File: src/rtl/acc_cmd_sequencer_if.sv
// Command/result handshake between a control master and acc_cmd_sequencer.
// master drives commands and observes results; slave is the sequencer side.
interface acc_cmd_sequencer_if #(
   parameter int W    = 4,
   parameter int REPW = 4
);
   logic            cmd_valid;
   logic            cmd_ready;
   logic [1:0]      cmd_op;
   logic [W-1:0]    cmd_data;
   logic [REPW-1:0] cmd_rep;
   logic            res_valid;
   logic [W-1:0]    res_data;

   modport master (
      output cmd_valid, cmd_op, cmd_data, cmd_rep,
      input  cmd_ready, res_valid, res_data
   );

   modport slave (
      input  cmd_valid, cmd_op, cmd_data, cmd_rep,
      output cmd_ready, res_valid, res_data
   );
endinterface

File: src/rtl/acc_cmd_sequencer.sv
// Queues op/data/repeat commands and issues one accumulator op per clock; first issue two edges after accept, ready drops only when the FIFO is full or clr.
// Define ACC_SEQ_CHECK_EN to add a shadow accumulator that raises a sticky err on any result mismatch.
module acc_cmd_sequencer #(
   parameter int DEPTH = 4,
   parameter int W     = 4,
   parameter int REPW  = 4
) (
   input  logic                clk,
   input  logic                rst,
   input  logic                clr,
   acc_cmd_sequencer_if.slave  host,
   output logic                en,
   output logic [1:0]          sel,
   output logic [W-1:0]        in,
   input  logic [W-1:0]        acc,
   output logic                busy,
   output logic                err
);
   localparam int AW = $clog2(DEPTH);
   localparam logic [AW:0] CNT_FULL = (AW+1)'(DEPTH);

   typedef struct packed {
      logic [1:0]      op;
      logic [W-1:0]    data;
      logic [REPW-1:0] rep;
   } cmd_t;

   cmd_t            mem [DEPTH];
   cmd_t            head;
   logic [AW-1:0]   wptr, rptr;
   logic [AW:0]     count;
   logic [REPW-1:0] rem, rem_d;
   logic            en_d;
   logic [1:0]      sel_d;
   logic [W-1:0]    in_d;
   logic            res_vld;
   logic            push, pop;

   // No write bypass: a full FIFO refuses even when a pop happens this cycle.
   assign host.cmd_ready = rst && (count != CNT_FULL) && !clr;
   assign push           = host.cmd_valid && host.cmd_ready;
   assign head           = mem[rptr];

   always_comb begin
      rem_d = rem;
      en_d  = 1'b0;
      sel_d = sel;
      in_d  = in;
      pop   = 1'b0;
      if (clr) begin
         rem_d = '0;
      end else if (rem != '0) begin
         en_d  = 1'b1;
         rem_d = rem - REPW'(1);
      end else if (count != '0) begin
         pop   = 1'b1;
         en_d  = 1'b1;
         sel_d = head.op;
         in_d  = head.data;
         rem_d = head.rep;
      end
   end

   always_ff @(posedge clk or negedge rst) begin
      if (!rst) begin
         wptr    <= '0;
         rptr    <= '0;
         count   <= '0;
         rem     <= '0;
         en      <= 1'b0;
         sel     <= 2'b00;
         in      <= '0;
         res_vld <= 1'b0;
      end else begin
         rem     <= rem_d;
         en      <= en_d;
         sel     <= sel_d;
         in      <= in_d;
         res_vld <= en;
         if (clr) begin
            wptr  <= '0;
            rptr  <= '0;
            count <= '0;
         end else begin
            if (push) wptr <= wptr + AW'(1);
            if (pop)  rptr <= rptr + AW'(1);
            case ({push, pop})
               2'b10:   count <= count + (AW+1)'(1);
               2'b01:   count <= count - (AW+1)'(1);
               default: ;
            endcase
         end
      end
   end

   always_ff @(posedge clk) begin
      if (push) mem[wptr] <= '{op: host.cmd_op, data: host.cmd_data, rep: host.cmd_rep};
   end

   // The accumulator updates on the edge that samples en, so acc is the post-op value while res_valid is high.
   assign host.res_valid = res_vld;
   assign host.res_data  = acc;
   assign busy           = (count != '0) || (rem != '0) || en;

`ifdef ACC_SEQ_CHECK_EN
   logic [W-1:0] shadow;
   logic         err_q;

   always_ff @(posedge clk or negedge rst) begin
      if (!rst) begin
         shadow <= '0;
         err_q  <= 1'b0;
      end else begin
         if (en) begin
            case (sel)
               2'd0:    shadow <= shadow + in;
               2'd1:    shadow <= shadow - in;
               2'd2:    shadow <= shadow ^ in;
               default: ;
            endcase
         end
         if (res_vld && (acc != shadow)) err_q <= 1'b1;
      end
   end

   assign err = err_q;
`else
   assign err = 1'b0;
`endif
endmodule

File: src/flat_wrapper.sv
// flat-port wrapper written by rule: the top's interface ports become plain ports
module acc_cmd_sequencer_flat 
#(
   parameter int DEPTH = 4,
   parameter int W     = 4,
   parameter int REPW  = 4
)
  (clk, rst, clr, en, sel, in, acc, busy, err, host_cmd_valid, host_cmd_op, host_cmd_data, host_cmd_rep, host_cmd_ready, host_res_valid, host_res_data);
  acc_cmd_sequencer_if #(.W(W), .REPW(REPW)) host_i ();
  input  logic clk;
  input  logic rst;
  input  logic clr;
  output logic en;
  output logic [1:0] sel;
  output logic [W-1:0] in;
  input  logic [W-1:0] acc;
  output logic busy;
  output logic err;
  input wire logic [$bits(host_i.cmd_valid)-1:0] host_cmd_valid;
  input wire logic [$bits(host_i.cmd_op)-1:0] host_cmd_op;
  input wire logic [$bits(host_i.cmd_data)-1:0] host_cmd_data;
  input wire logic [$bits(host_i.cmd_rep)-1:0] host_cmd_rep;
  output wire logic [$bits(host_i.cmd_ready)-1:0] host_cmd_ready;
  output wire logic [$bits(host_i.res_valid)-1:0] host_res_valid;
  output wire logic [$bits(host_i.res_data)-1:0] host_res_data;
  assign host_i.cmd_valid = host_cmd_valid;
  assign host_i.cmd_op = host_cmd_op;
  assign host_i.cmd_data = host_cmd_data;
  assign host_i.cmd_rep = host_cmd_rep;
  assign host_cmd_ready = host_i.cmd_ready;
  assign host_res_valid = host_i.res_valid;
  assign host_res_data = host_i.res_data;
  acc_cmd_sequencer #(.DEPTH(DEPTH), .W(W), .REPW(REPW)) u_core (.clk(clk), .rst(rst), .clr(clr), .host(host_i), .en(en), .sel(sel), .in(in), .acc(acc), .busy(busy), .err(err));
endmodule
File: config.mk
export PLATFORM = sky130hd
export DESIGN_NAME = acc_cmd_sequencer_flat
export DESIGN_NICKNAME = d
export VERILOG_FILES = /design/src/rtl/acc_cmd_sequencer_if.sv /design/src/rtl/acc_cmd_sequencer.sv /design/src/flat_wrapper.sv
export SDC_FILE = /design/constraint.sdc
export NUM_CORES = 1
export LEC_CHECK = 0
export ABC_AREA = 0
export CAP_MARGIN = 20
export CORE_MARGIN = 4
export CORE_UTILIZATION = 54
export CTS_CLUSTER_DIAMETER = 80
export DETAILED_ROUTE_END_ITERATION = 7
export GPL_TIMING_DRIVEN = 0
export PLACE_DENSITY_LB_ADDON = 0.2
export RECOVER_POWER = 25
export REMOVE_ABC_BUFFERS = 1
export SLEW_MARGIN = 15
export SYNTH_ARGS = -nofsm -noshare
export SYNTH_HDL_FRONTEND = slang
export SYNTH_SLANG_ARGS = --single-unit
File: constraint.sdc
create_clock -name clk -period 3.55 [get_ports clk]
set_clock_uncertainty 0.2 [all_clocks]
set_input_delay 0.5325 -clock clk [delete_from_list [all_inputs] [get_ports clk]]
set_output_delay 0.5325 -clock clk [all_outputs]
set_load 0.01 [all_outputs]
# After elaboration in Yosys (flattened, before gate mapping)
# Memory sizes are Yosys's and may differ from the RTL's.
# Index checks and enable logic that the tools add are counted.
# op_classes
muxes	16
n_reduce_logical	13
add_sub_neg	5
bitwise_logic	2
n_eq_ne	3
# op_table
cell	n
2-to-1 mux 4 bit	3
nonzero test 3 bit	3
2-to-1 mux 2 bit	4
2-to-1 mux 1 bit	7
case mux 3 bit (2 select lines)	1
adder 2 x 1 -> 2 bit, second input constant	2
nonzero test 2 bit	2
nonzero test 4 bit	1
subtractor 4 x 1 -> 4 bit, second input constant	1
adder 3 x 1 -> 3 bit, second input constant	1
logical AND 1 bit	3
2-to-1 mux 3 bit	1
!= test 3 bit, second input constant	1
AND reduction 3 bit	1
subtractor 3 x 1 -> 3 bit, second input constant	1
equality test 2 x 1 -> 1 bit, second input constant	1
equality test 2 bit, second input constant	1
logical OR 1 bit	2
NOT 1 bit	2
zero test 1 bit	1
# word_totals
elab_cells	48
n_memories	1
in_bits	18
reg_bits	19
mem_bits_rw	40
output_inout_bits	15
# memory_table
name	words	width	rd	rd_ports_with_merged_regs	write_ports	line	source
u_core.mem	4	10	1	0	1	acc_cmd_sequencer.sv:28	cmd_t mem [DEPTH];

# Logic depth before layout (Yosys ltp)
# logic_depth
word_depth	7
mapped_depth	10
depth_no_buf	9

# Worst setup path before layout
# No wires, ideal clock.
# synth_path
path_type	reg-to-reg
start	reg u_core.rem[0]
end	reg u_core.count[2]
required_ps	3225
period_less_slack_ps	2755
path_slack_ps	795
arrival_ps	2430
n_path_buf	1
stages_incl_launch_ff	11
setup_ps	125
path_cell_list	dfrtp_1 -> inv_1 -> ha_1 -> or3b_1 -> buf_6 -> nor3_4 -> nor2b_1 -> fa_1 -> nand4b_1 -> o32a_1 -> mux2_4
# synth_via
elab_chain_cells	6
elab_cells_between_ends	8
classes_between	eq/ne: 2; mux: 4; reduce/logical: 2
# synth_lines
item	line	source
start, declared	acc_cmd_sequencer.sv:32	logic [REPW-1:0] rem, rem_d;
start signal, assigned	acc_cmd_sequencer.sv:75	rem <= rem_d;
nonzero test 4 bit *	acc_cmd_sequencer.sv:52	end else if (rem != '0) begin
2-to-1 mux 1 bit *	acc_cmd_sequencer.sv:52	
2-to-1 mux 1 bit *	acc_cmd_sequencer.sv:50	if (clr) begin
equality test 2 x 1 -> 1 bit / equality test 2 bit (equally long branches)	acc_cmd_sequencer.sv:87	case ({push, pop})
case mux 3 bit (2 select lines)	acc_cmd_sequencer.sv:87	
2-to-1 mux 3 bit	acc_cmd_sequencer.sv:80	if (clr) begin
end signal, assigned	acc_cmd_sequencer.sv:88	2'b10: count <= count + (AW+1)'(1);
end signal, assigned	acc_cmd_sequencer.sv:89	2'b01: count <= count - (AW+1)'(1);
end, declared	acc_cmd_sequencer.sv:31	logic [AW:0] count;
# Mark *: on every way between the ends. The rest lies on a longest branch, timed or not.
# A chain may end at the register's enable or synchronous reset.

# Worst setup path after layout
# layout_path
start	reg u_core.rem[0]
end	out busy
# layout_via
elab_chain_cells	3
# layout_lines
item	line	source
nonzero test 4 bit	acc_cmd_sequencer.sv:103	assign busy = (count != '0) || (rem != '0) || en;
logical OR 1 bit (2 in a row)	acc_cmd_sequencer.sv:103	
end, declared	flat_wrapper.sv:17	output logic busy;
# No other way between the ends.

==> summary.md <==
| Metric | Value |
|---|---|
| Result of the run | finished clean |
| Root buffer cell | clkbuf_8 |
| Class of the tightest hold or removal check | reg2reg |
| Final nets | about 200 |
| Main flop type after synthesis | edfxtp_1 |
| Compound-cell area share of the yosys netlist | about 3.3% |
| Global-route wire length before repair | between 7000 and 8000 µm |
| Nature of the critical path endpoint | output pin |
| Adder-cell share of the synthesized area | under 10% |
| Simple-gate portion of the synthesized area | 9.20% |
| Slew of the pin with the lowest slew margin | slightly above 0.7 ns |
| PD cells | between 700 and 800 nW/µm² |
| Vias in the first global route | about 1,400 |
| Count of filler cells inserted in the layout | about 320 |
| Commonest non-fill, non-tap cell in the layout | edfxtp_1 |
| TritonCTS sink count | 59 |
| Routed wire per std cell | 18.7 µm |
| Area Growth Syn to Fin | 17.1% |
| Num ports | 33 |
| Average size of a mapped cell | approximately 17 µm² |
| Final WL | 4370 µm |
| Critical register-to-register path startpoint | u_core.rem[0] |
| Synth unique cells | 42 |
| Number of remaining DRC errors | 0 |
| Ant diodes | 0 |
| Fraction of final layout cells with drive strength greater than 1 | between 20% and 30% |
| Reg-to-reg critical path endpoint | u_core.count[2] |
| Clock transition at the registers of the reported paths | 0.06 ns |
| Max-Cap Viols | 0 |
| Starting density of the core | a little under three fifths |
| Synth Cell Area | 2570 µm² |
| Final cycle utilization of the critical path | around nine tenths |
| Sequential element share of the synthesized area | between 60% and 70% |
| Detailed Route Iter0 Violations | between 80 and 90 |
| Post-placement worst setup slack | -0.278 ns |
| Least setup slack across all paths after layout | around 0.35 ns |
| Post-Synthesis Cells | between 150 and 200 |
| Core Region | 4470 µm² |
| Fraction of registers with async set/reset | 32.2% |
| First-pass iteration count of the detailed router | 4 |
| DIE AREA | 5930 µm² |
| Gates resized, CTS repair | 0 |
| Critical Path Source | u_core.rem[0] |
| Sequential cell area in the final layout | about 1700 µm² |
| Number of antenna violations at the first check in global routing | 0 |
| Overflow after GRT | 0 |
| Routed Antenna Nets | 0 |
| Worst Hold Depth | 0 |
| Number of pins with negative max-slew slack in the final report | 0 |
| Maximum root-to-sink buffer count | 2 |
| CP Launch Type | register |
| Insertion delay to the later sink of the worst-skew pair | 0.33 ns |
| Estimated wirelength of the detail-placed design | around 2900 µm |
| #FFs+latches synth | 59 |
| Number of cells on the worst reg-to-reg path | 9 |
| Max Clk Rate | about 0.31 GHz |
| Floorplan die width | 77.0 µm |
| Largest net degree at the start of global routing | 23 |
| Area of the multi-input gates | 807 µm² |
| Global placer's final weighted congestion | about 0.8 |
| Power after layout | 0.00221 W |
| Leak pwr | around 1.1 nW |
| CP endpoint | busy |
| Critical Path AT | between 2 and 2.5 ns |
| H-tree level count | 3 |
| Final-report setup violation count | 0 |
| Quantity of I/O buffers inserted on ports | 23 |
| Area share of xor/xnor cells in the synthesized design | around 1.7% |
| Crit path max fanout | 8 |
| Remaining max-slew budget at the tightest pin | approximately 52% |
| Total Routing Usage GR | between 10% and 20% |
| Postcts setup bufs | 0 |
| Cell Rows | 24 |
| Detail-routed via count per cell | 5.80 |
| Hold buffers post-CTS | 0 |
| Die height | around 77 µm |
| Setup slack of the worst register-to-register path | approximately 0.39 ns |
| Main combinational cell family by area after synthesis | multiplexers |
| Number of synthesized flops with an enable pin | 40 |
| RSZ-0062 raised after global routing | false |
| Multiplexer share of the synthesized area | a little over an eighth |
| Tmin final | around 3.2 ns |
| Clock tree from TritonCTS | done |
| CTS Buf Count | 9 |
| Hold violation count in the final report | 0 |
| VDD IR-drop max | about 0.37 mV |
| Top library cells by usage in the layout, fill and taps aside | 40 x edfxtp_1, 19 x dfrtp_1, 18 x clkdlybuf4s50_1, 10 x mux4_2 |
| Worst EP required | about 2.8 ns |
| Startpoint-to-endpoint class of the critical path | reg2out |
| Via total after detailed routing | 1,357 |
| Ys Warns | 0 |
metal layers:
metal,part of all wire [%],global-route usage (%),vias to the layer above
met5,0,0,-
met4,1.8,8.54,0
met3,5.1,4.33,11
met2,51,26.4,40
met1,42,19.4,689
li1,-,-,617
state kept, by name, summed over array words and instances (netlist names):
name / flops
u_core.in: 4
u_core.rem: 4
u_core.host.res_valid: 1
u_core.count: 3
u_core.mem: 40
u_core.sel: 2
u_core.wptr: 2
u_core.en: 1
u_core.rptr: 2
worst min-delay path by stage:
stage | from | to
6_report | u_core.en | u_core.host.res_valid
5_1_grt | u_core.en | u_core.host.res_valid
4_1_cts | u_core.en | u_core.host.res_valid
3_5_place_dp | u_core.en | u_core.host.res_valid
3_3_place_gp | u_core.en | u_core.host.res_valid
2_1_floorplan | rst | u_core.count[0]
cell families after synthesis:
logic type                 count (synthesis)
DFF                                       59
and+or+nand+nor                           35
muxes                                     20
buffers and inverters                     15
AOI/OAI and AO/OA                         13
adders and majority gates                  7
xor gates and xnor gates                   4
other                                      1
stage by stage:
step	cell area, µm²	util (%)	std cells	TNS [ns]	hold WS [ns]
floorplan	2500	-	143	0	0.0369
global placement	2790	62.4	218	-0.149	0.176
detailed placement	2790	62.4	218	-0.278	0.185
CTS	2990	66.9	233	0	0.198
global route	3010	67.3	234	0	0.224
finish	3010	67.3	234	0	0.197
critical path, stage by stage (launching register included):
cell,delay [ns]
dfrtp_1,0.42
inv_1,0.12
ha_1,0.19
or3b_1,0.55
or3_1,0.38
clkdlybuf4s50_1,0.49
cells in the mapped netlist, drive strengths merged, types with 2 or more instances:
library cell	number	area, µm²
xnor2	2	25.0
and2	4	25.0
or3	2	12.5
buf	9	63.8
ha	6	75.1
inv	4	15.0
clkbuf	2	7.51
mux2	9	109
xor2	2	17.5
mux4	10	225
nor2b	3	18.8
edfxtp	40	1200
dfrtp	19	475
nor3b	3	27.5
nor3	3	37.5
nand2	3	11.3
nor2	11	60.1
a21oi	6	30.0
report_power, final:
group          internal, W  switching (W)
Clock             0.000391       0.000239
Sequential        0.000830       0.000110
Combinational     0.000350       0.000288
final cells by class:
class,instances,share of cell area [%]
clock buffer,12,4.49
multi-input combinational,80,26.8
sequential,59,55.7
clock inverter,3,2.16
tap,52,2.16
inverter,4,0.499
timing repair buffer,24,8.15
No activity file was read; power rests on OpenSTA's default activity.
